[src/rtl/svc_rv_io_arb_pkg.sv]
// Shared types for the two-requester I/O arbiter: lock FSM states and
// the requester identifier used for grants and read ownership.
package svc_rv_io_arb_pkg;

    typedef enum logic [1:0] {
        ARB   = 2'd0,
        LOCK0 = 2'd1,
        LOCK1 = 2'd2
    } arb_state_t;

    typedef enum logic {
        OWN_M0 = 1'b0,
        OWN_M1 = 1'b1
    } owner_t;

    function automatic owner_t other_owner(input owner_t o);
        return (o == OWN_M0) ? OWN_M1 : OWN_M0;
    endfunction

endpackage

[src/rtl/svc_rv_io_arb_rr.sv]
// Two-way round-robin grant selection with a priority pointer that only
// moves when a grant is issued (every grant is an accepted beat).
module svc_rv_io_arb_rr
    import svc_rv_io_arb_pkg::*;
(
    input  logic   clk,
    input  logic   rst,
    input  logic   i_req0,
    input  logic   i_req1,
    output logic   o_gnt_vld,
    output owner_t o_gnt
);

    owner_t r_prio;

    always_comb begin
        o_gnt_vld = i_req0 || i_req1;
        if (i_req0 && i_req1) begin
            o_gnt = r_prio;
        end else if (i_req1) begin
            o_gnt = OWN_M1;
        end else begin
            o_gnt = OWN_M0;
        end
    end

    // The loser of the latest grant is favoured next time both compete.
    always_ff @(posedge clk or posedge rst) begin
        if (rst) begin
            r_prio <= OWN_M0;
        end else if (o_gnt_vld) begin
            r_prio <= other_owner(o_gnt);
        end
    end

endmodule

[src/rtl/svc_rv_io_arb.sv]
// Arbitrates two valid/ready requesters onto a 1-cycle-latency BRAM port.
// Bus locking is compiled in only when SVC_RV_IO_ARB_LOCK_EN is defined.
module svc_rv_io_arb
    import svc_rv_io_arb_pkg::*;
#(
    parameter int AW = 32,
    parameter int DW = 32
) (
    input  logic            clk,
    input  logic            rst,

    input  logic            m0_valid,
    output logic            m0_ready,
    input  logic            m0_write,
    input  logic [AW-1:0]   m0_addr,
    input  logic [DW-1:0]   m0_wdata,
    input  logic [DW/8-1:0] m0_wstrb,
    input  logic            m0_lock,
    output logic            m0_rvalid,
    output logic [DW-1:0]   m0_rdata,

    input  logic            m1_valid,
    output logic            m1_ready,
    input  logic            m1_write,
    input  logic [AW-1:0]   m1_addr,
    input  logic [DW-1:0]   m1_wdata,
    input  logic [DW/8-1:0] m1_wstrb,
    input  logic            m1_lock,
    output logic            m1_rvalid,
    output logic [DW-1:0]   m1_rdata,

    output logic            io_ren,
    output logic [AW-1:0]   io_raddr,
    input  logic [DW-1:0]   io_rdata,
    output logic            io_wen,
    output logic [AW-1:0]   io_waddr,
    output logic [DW-1:0]   io_wdata,
    output logic [DW/8-1:0] io_wstrb
);

    arb_state_t      r_state;
    logic            r_rd_pend;
    owner_t          r_rd_owner;

    logic            w_req0;
    logic            w_req1;
    logic            w_gnt_vld;
    owner_t          w_gnt;
    logic            w_sel_write;
    logic [AW-1:0]   w_sel_addr;
    logic [DW-1:0]   w_sel_wdata;
    logic [DW/8-1:0] w_sel_wstrb;

    // Handshake: a beat transfers on a cycle where mN_valid && mN_ready;
    // ready rises only for the granted requester while its valid is high,
    // and a requester that is not granted keeps its beat presented.
    assign w_req0 = m0_valid && !rst && (r_state != LOCK1);
    assign w_req1 = m1_valid && !rst && (r_state != LOCK0);

    svc_rv_io_arb_rr u_rr (
        .clk       (clk),
        .rst       (rst),
        .i_req0    (w_req0),
        .i_req1    (w_req1),
        .o_gnt_vld (w_gnt_vld),
        .o_gnt     (w_gnt)
    );

    assign m0_ready = w_gnt_vld && (w_gnt == OWN_M0);
    assign m1_ready = w_gnt_vld && (w_gnt == OWN_M1);

    assign w_sel_write = (w_gnt == OWN_M1) ? m1_write : m0_write;
    assign w_sel_addr  = (w_gnt == OWN_M1) ? m1_addr  : m0_addr;
    assign w_sel_wdata = (w_gnt == OWN_M1) ? m1_wdata : m0_wdata;
    assign w_sel_wstrb = (w_gnt == OWN_M1) ? m1_wstrb : m0_wstrb;

    assign io_wen   = w_gnt_vld && w_sel_write;
    assign io_ren   = w_gnt_vld && !w_sel_write;
    assign io_waddr = io_wen ? w_sel_addr  : '0;
    assign io_wdata = io_wen ? w_sel_wdata : '0;
    assign io_wstrb = io_wen ? w_sel_wstrb : '0;
    assign io_raddr = io_ren ? w_sel_addr  : '0;

    // BRAM data lands one cycle after the read beat; route it to its owner.
    always_ff @(posedge clk or posedge rst) begin
        if (rst) begin
            r_rd_pend  <= 1'b0;
            r_rd_owner <= OWN_M0;
        end else begin
            r_rd_pend  <= io_ren;
            r_rd_owner <= w_gnt;
        end
    end

    assign m0_rvalid = r_rd_pend && (r_rd_owner == OWN_M0);
    assign m1_rvalid = r_rd_pend && (r_rd_owner == OWN_M1);
    assign m0_rdata  = m0_rvalid ? io_rdata : '0;
    assign m1_rdata  = m1_rvalid ? io_rdata : '0;

`ifdef SVC_RV_IO_ARB_LOCK_EN
    logic w_sel_lock;
    assign w_sel_lock = (w_gnt == OWN_M1) ? m1_lock : m0_lock;

    always_ff @(posedge clk or posedge rst) begin
        if (rst) begin
            r_state <= ARB;
        end else if (w_gnt_vld) begin
            case (r_state)
                ARB:          if (w_sel_lock) r_state <= (w_gnt == OWN_M1) ? LOCK1 : LOCK0;
                LOCK0, LOCK1: if (!w_sel_lock) r_state <= ARB;
                default:      r_state <= ARB;
            endcase
        end
    end
`else
    logic w_unused_lock;
    assign w_unused_lock = m0_lock ^ m1_lock;

    always_ff @(posedge clk or posedge rst) begin
        if (rst) begin
            r_state <= ARB;
        end else begin
            r_state <= ARB;
        end
    end
`endif

endmodule

[config.mk]
export PLATFORM = sky130hd
export DESIGN_NAME = svc_rv_io_arb
export DESIGN_NICKNAME = d
export VERILOG_FILES = /design/src/rtl/svc_rv_io_arb_pkg.sv /design/src/rtl/svc_rv_io_arb_rr.sv /design/src/rtl/svc_rv_io_arb.sv
export SDC_FILE = /design/constraint.sdc
export NUM_CORES = 1
export LEC_CHECK = 0
export CAP_MARGIN = 20
export CORE_AREA = 2 2 133 135
export CTS_CLUSTER_SIZE = 16
export DETAILED_ROUTE_END_ITERATION = 10
export DIE_AREA = 0 0 135 137
export GPL_TIMING_DRIVEN = 0
export SLEW_MARGIN = 25
export SYNTH_ARGS = -nofsm -noshare
export SYNTH_HDL_FRONTEND = slang
export SYNTH_SLANG_ARGS = --single-unit
[constraint.sdc]
create_clock -name clk -period 2.3 [get_ports clk]
set_clock_uncertainty 0.15 [all_clocks]
set_input_delay 0.46 -clock clk [delete_from_list [all_inputs] [get_ports clk]]
set_output_delay 0.46 -clock clk [all_outputs]
set_load 0.005 [all_outputs]
==> results of run 1 <==
-- flip-flops by register name, summed over array words and instances (netlist names) --
| name | flops |
|---|---|
| r_rd_owner | 1 |
| u_rr.r_prio | 1 |
| r_rd_pend | 1 |
-- through the flow --
stage                     hold slack (ns)  cell area [µm²]  setup slack [ns]
after global routing                0.285             7260            -0.293
final                               0.241             7260            -0.262
after floorplan                     0.329             2360             0.255
after global placement              0.414             6070             -1.38
after CTS                           0.246             7050            -0.301
after detailed placement            0.428             6070             -1.32
-- timing repair --
action                     4_1_cts  5_1_grt
setup buffers                   42        9
setup endpoints to repair      168      129
gates resized for setup        703       68
hold buffers                     0        0
pin swaps                       24       24
hold endpoints to repair         0        0
cloned                           9        2
-- final timing paths --
kind / startpoint / to / slack [ns] / cells after the start
max reg2reg: u_rr.r_prio$_DFFE_PP0P_ / r_rd_pend$_DFF_PP0_ / 0.51 / 7
max: u_rr.r_prio$_DFFE_PP0P_ / io_raddr[18] / -0.26 / 7
min in group clk: m0_valid / u_rr.r_prio$_DFFE_PP0P_ / 0.40 / 3
min reg2reg: u_rr.r_prio$_DFFE_PP0P_ / u_rr.r_prio$_DFFE_PP0P_ / 0.43 / 1
max in group asynchronous: rst / u_rr.r_prio$_DFFE_PP0P_ / 1.59 / 3
min: rst / r_rd_pend$_DFF_PP0_ / 0.24 / 3
-- worst register-to-register path: cells and delay by family, from the launching register on --
kind	cells	cell delay, ns
buffers and inverters	4	0.53
AO/OA/AOI/OAI	2	0.45
flip-flops	1	0.46
AND/OR/NAND/NOR	1	0.13
-- power by group through the flow --
stage | sequential [W] | combinational [W] | clock [W]
2_1_floorplan | 0.0000654 | 0.000421 | 0
3_3_place_gp | 0.0000715 | 0.00113 | 0
3_5_place_dp | 0.0000712 | 0.00113 | 0
4_1_cts | 0.0000726 | 0.00151 | 0.000283
5_1_grt | 0.0000751 | 0.00168 | 0.000289
6_report | 0.0000740 | 0.00158 | 0.000276
-- metal layers --
| metal | GRT usage (%) | vias up | part of all wire, % |
|---|---|---|---|
| li1 | - | 2284 | - |
| met1 | 24.0 | 2382 | 41 |
| met2 | 35.1 | 240 | 50 |
| met3 | 4.67 | 26 | 7.6 |
| met4 | 4.80 | 0 | 1.8 |
| met5 | 0 | - | 0 |
-- cells in the mapped netlist (3+ instances only) --
library cell	count
inv_1	3
a211oi_1	91
and2_1	33
nor2b_1	3
o21ai_0	68
buf_2	18
dfrtp_1	3
and3_1	32
a211oi_2	9
buf_6	3
nand3_1	68
clkbuf_1	39
nor2_1	5
-- layout make-up --
cell class | count | area (µm²) | share of cell area (%)
multi-input combinational | 318 | 2620 | 36.0
clock buffer | 4 | 78.8 | 1.09
sequential | 3 | 78.8 | 1.09
inverter | 3 | 11.3 | 0.155
tap | 225 | 282 | 3.88
buffer | 59 | 561 | 7.72
timing repair buffer | 402 | 3630 | 50.0
-- logic make-up after synthesis --
group	count (synthesis)	synth area share (%)
AO/OA/AOI/OAI	173	50.2
AND/OR/NAND/NOR	144	33.9
buffers and inverters	66	12.7
flip-flops	3	3.17
==> metrics.md, run 1 <==
| Metric | Value |
|---|---|
| Avg Cell Area, Syn | about 6 µm² |
| CTS tree | yes |
| CP max-delay cell | dfrtp_2 |
| Clock latency on the worst-skew pair | approximately 0.22 ns |
| Cells after DPL | 953 |
| Pins Over Slew Limit | 0 |
| Grt ovf | 0 |
| Top FF cell, synth | dfrtp_1 |
| Worst setup SP type | flop |
| Die X | about 140 µm |
| Final nets | around 970 |
| Critical path class | flop to primary output |
| Core footprint | 17100 µm² |
| IO Count | around 350 |
| Clock root cell | clkbuf_16 |
| Worst-path maximum fanout | 5 |
| Fin crit share | 111% |
| Comb pwr share | between 80 and 90% |
| LEAKAGE | around 3.2 nW |
| I/O Buffers | about 340 |
| Ys async rst share | 100% |
| Min Tclk post-route | ~2.6 ns |
| Num Clock Sinks | 3 |
| Largest net degree at the start of global routing | 12 |
| Critical path's top delay family | compound AO/OA/AOI/OAI gates |
| Violated checks | negative setup slack |
| Die height | roughly 140 µm |
| CP arrival | ~2.0 ns |
| DRC | 0 |
| CP Capture Type | primary output |
| Setup WS post-layout | -0.262 ns |
| Routed WL | between 20000 and 25000 µm |
| Int Pwr | between 0.001 and 0.0015 W |
| Post-DP HPWL | 14600 µm |
| RSZ-0062 raised after global routing | true |
| Mapped Area | ~2400 µm² |
| Worst min-delay path class | input port to async pin |
| Fin util | a little over two fifths |
| # Max-Cap Violations | 0 |
| Drt first pass iters | 5 |
| Iter 0 DRT Violations | 200 |
| Routed WL per cell | 19.8 µm |
| Layout area overhead | 207% |
| Sw Share | 40.3% |
| Clock share of power | roughly 14% |
| Critical path data required time | 1.69 ns |
| Seq pwr share | roughly 3.8% |
| Most used cell, CP | buf_6 |
| Most frequent cells in the layout | clkdlybuf4s50_1, buf_2, a211oi_2 |
| Most common cell after layout, fill and taps aside | clkdlybuf4s50_1 |
| Worst relative slew slack | a little under half |
| Rows | 48 |
| Antenna violations before repair | 0 |
| DR vias | a little under 5000 |
| Layout fillers | between 1500 and 2000 |
| EDFF count, synth | 0 |
| Vias in the first global route | around 5000 |
| Antenna Cells | 0 |
| Critical path cell sequence | a21bo_1 > buf_6 > o32a_4 > buf_8 > buf_6 > a211oi_2 > buf_2 |
| Worst-Margin Slew | between 0.8 and 0.9 ns |
| Peak supply drop | 0.196 mV |
| Outcome | complete, but fails checks |
| P per Cell Area | between 200 and 300 nW/µm² |
| Fmax | slightly below 400 MHz |
| CTS Buffer Depth | 2 |
| #FFs+latches synth | 3 |
| First-pass GRT wire length | ~29000 µm |
| Distinct cells, synth | 22 |
| Setup TNS | -14.04 ns |
| Post-route ant nets | 0 |
| Endpoints failing setup | 102 |
| Reg clk slew, reported paths | about 0.03 ns |
| CP max stage delay | 0.46 ns |
| Final Power | a little under 0.002 W |
| Vias/cell | just under 5 |
| H-tree levels | 1 |
| Part of the Yosys area used for sequential elements | 3.17% |
| Routability congestion estimate | a little under 0.9 |
| Leading post-synthesis cells by cell area | a211oi_1, nand3_1, o21ai_0 |
| Syn Nets | about 560 |
| Ys Warns | 0 |
| Post-Layout Cell Count | ~1000 |
| CP bufs+invs | 4 |
| Area leader, netlist | a211oi_1 |
| Switching Power | around 0.00078 W |
| Die area | about 18000 µm² |
| Final Hold Viols | 0 |
| Layout cells sized above 1 | 43.3% |
| Starting Density | about 14% |
| Total GRT Usage | roughly a fifth |
| Top cell type's share of synthesized area | between 20% and 30% |
| Post-Synthesis Cells | about 390 |
| Num CTS Buffers | 3 |
No activity file was read; power rests on OpenSTA's default activity.
==> run 2, diff against run 1 <==
CORE_AREA = 2 2 135 137   (was 2 2 133 135)
DIE_AREA = 0 0 137 139   (was 0 0 135 137)
clock period = 2.2 ns   (was 2.3 ns; I/O delays follow)
==> run 2 against run 1 <==
The run still ends with negative setup slack left; die area is 3.0% higher; total power up 0.90%; global-route usage is 1.1 points lower; wire length is 1.8% lower; clock power is 4% higher; combinational power about the same; worst setup slack lost 0.0026 ns; largest cell class unchanged.
==> metrics.md, run 2 (synthesis gave the netlist of run 1 again) <==
| Metric | Value |
|---|---|
| Die area | between 15000 and 20000 µm² |
| Most common cell after layout, fill and taps aside | clkdlybuf4s50_1 |
| DRC | 0 |
| Peak supply drop | roughly 0.29 mV |
| Worst setup SP type | flop |
| Outcome | complete, but fails checks |
| CP arrival | around 1.9 ns |
| Layout area overhead | 199% |
| Starting Density | a little over an eighth |
| I/O Buffers | ~340 |
| Grt ovf | 0 |
| Vias in the first global route | ~4800 |
| Largest regs | r_rd_owner: 1 flops, r_rd_pend: 1 flops, u_rr.r_prio: 1 flops |
| Worst-path maximum fanout | 7 |
| Worst min-delay path class | input port to async pin |
| Worst-Margin Slew | between 0.7 and 0.8 ns |
| Worst relative slew slack | between 40% and 50% |
| Rows | between 40 and 50 |
| Total GRT Usage | a little under a fifth |
| Min Tclk post-route | roughly 2.5 ns |
| Num CTS Buffers | 3 |
| Reg clk slew, reported paths | ~0.03 ns |
| Setup WS post-layout | -0.264 ns |
| Routed WL per cell | 19.8 µm |
| H-tree levels | 1 |
| Antenna Cells | 0 |
| Post-route ant nets | 0 |
| Layout cells sized above 1 | 44.7% |
| Die X | roughly 140 µm |
| Cts-stage hold buffer count | 0 |
| Die height | roughly 140 µm |
| Critical path data required time | approximately 1.6 ns |
| IO Count | 346 |
| Pins Over Slew Limit | 0 |
| CP Capture Type | primary output |
| Fin crit share | 112% |
| RSZ-0062 raised after global routing | true |
| CTS tree | yes |
| First-pass GRT wire length | 27900 µm |
| Final Hold Viols | 0 |
| Violated checks | negative setup slack |
| Layout fillers | 1859 |
| DR vias | between 4000 and 5000 |
| # Max-Cap Violations | 0 |
| Final nets | between 900 and 1000 |
| Cells after DPL | between 900 and 1000 |
| Fmax | 406 MHz |
| Most frequent cells in the layout | clkdlybuf4s50_1, buf_2, a211oi_2 |
| Critical path class | flop to primary output |
| Post-DP HPWL | roughly 15000 µm |
| Endpoints failing setup | 102 |
| Antenna violations before repair | 1 |
| Place WS | -1.50 ns |
| Routed WL | approximately 20000 µm |
| Post-Layout Cell Count | between 900 and 1000 |
| CTS Buffer Depth | 2 |
| Routability congestion estimate | about 0.85 |
| Clock root cell | clkbuf_16 |
| Core footprint | about 18000 µm² |
| Vias/cell | between 4 and 5 |
| LEAKAGE | about 3.1 nW |
| Iter 0 DRT Violations | 182 |
| Clock latency on the worst-skew pair | 0.22 ns |
| Largest net degree at the start of global routing | 11 |
| Drt first pass iters | 4 |
| P per Cell Area | between 200 and 300 nW/µm² |
| Num Clock Sinks | 3 |
run 2: changes by cell type in the layout (fill, tap and decap cells not counted), moves of 6 or more:
cell and delta:
a211oi_1 +8, a211oi_2 -6, buf_2 +10, buf_6 -15, clkbuf_8 +8, clkdlybuf4s15_1 +7, clkdlybuf4s50_1 -14, dlygate4sd2_1 -15
o21ai_0 -11
run 2: metrics by stage:
stage | util, % | TNS (ns) | power, W | instance area, µm² | hold slack (ns)
after floorplan | - | 0 | 0.000508 | 2360 | 0.329
after global placement | 34.4 | -129.46 | 0.00126 | 6070 | 0.385
after detailed placement | 34.4 | -129.07 | 0.00126 | 6070 | 0.393
after CTS | 37.2 | -17.68 | 0.00176 | 6570 | 0.220
after global routing | 40.0 | -22.00 | 0.00207 | 7060 | 0.242
final | 40.0 | -15.44 | 0.00195 | 7060 | 0.212
run 2: power breakdown:
part | total (W) | switching, W | internal (W) | leakage (nW)
sequential | 0.0000760 | 0.0000130 | 0.0000630 | 0.0338
combinational | 0.00159 | 0.000738 | 0.000850 | 3.04
clock | 0.000287 | 0.0000478 | 0.000239 | 0.0382
run 2: critical path: stages (launching register included):
cell and delay [ns]:
dfrtp_2 0.44, a21bo_4 0.24, o22a_1 0.20, buf_6 0.16
buf_12 0.15, clkbuf_16 0.16, a211oi_2 0.13, buf_2 0.16
run 2: final cells by class:
type	count	area, µm²	share of cell area (%)
timing repair buffer	379	3310	46.9
clock buffer	4	78.8	1.12
sequential	3	78.8	1.12
inverter	3	11.3	0.160
multi-input combinational	317	2640	37.4
tap	229	287	4.06
buffer	62	651	9.22
run 2: final timing paths:
path | startpoint | to | slack, ns | cells past startpoint
max in group asynchronous | rst | u_rr.r_prio$_DFFE_PP0P_ | 1.53 | 3
min in group clk | u_rr.r_prio$_DFFE_PP0P_ | u_rr.r_prio$_DFFE_PP0P_ | 0.39 | 1
worst max-delay path | u_rr.r_prio$_DFFE_PP0P_ | io_wstrb[1] | -0.26 | 7
worst min-delay path | rst | r_rd_owner$_DFF_PP0_ | 0.21 | 3
worst max register to register | u_rr.r_prio$_DFFE_PP0P_ | r_rd_pend$_DFF_PP0_ | 0.55 | 6
worst min register to register | u_rr.r_prio$_DFFE_PP0P_ | u_rr.r_prio$_DFFE_PP0P_ | 0.39 | 1
run 2: repair_timing:
item                       CTS  global route
resized for setup          689           162
setup buffers               17            11
setup endpoints to repair  170           142
pin swaps                   20            40
cloned                       5             5
run 2: layer usage:
layer	vias up	global-route usage (%)	routed length, µm
met5	-	0	13
met4	2	4.50	338
met3	22	3.51	1560
met2	234	33.9	10000
met1	2272	22.2	7790
li1	2248	-	-
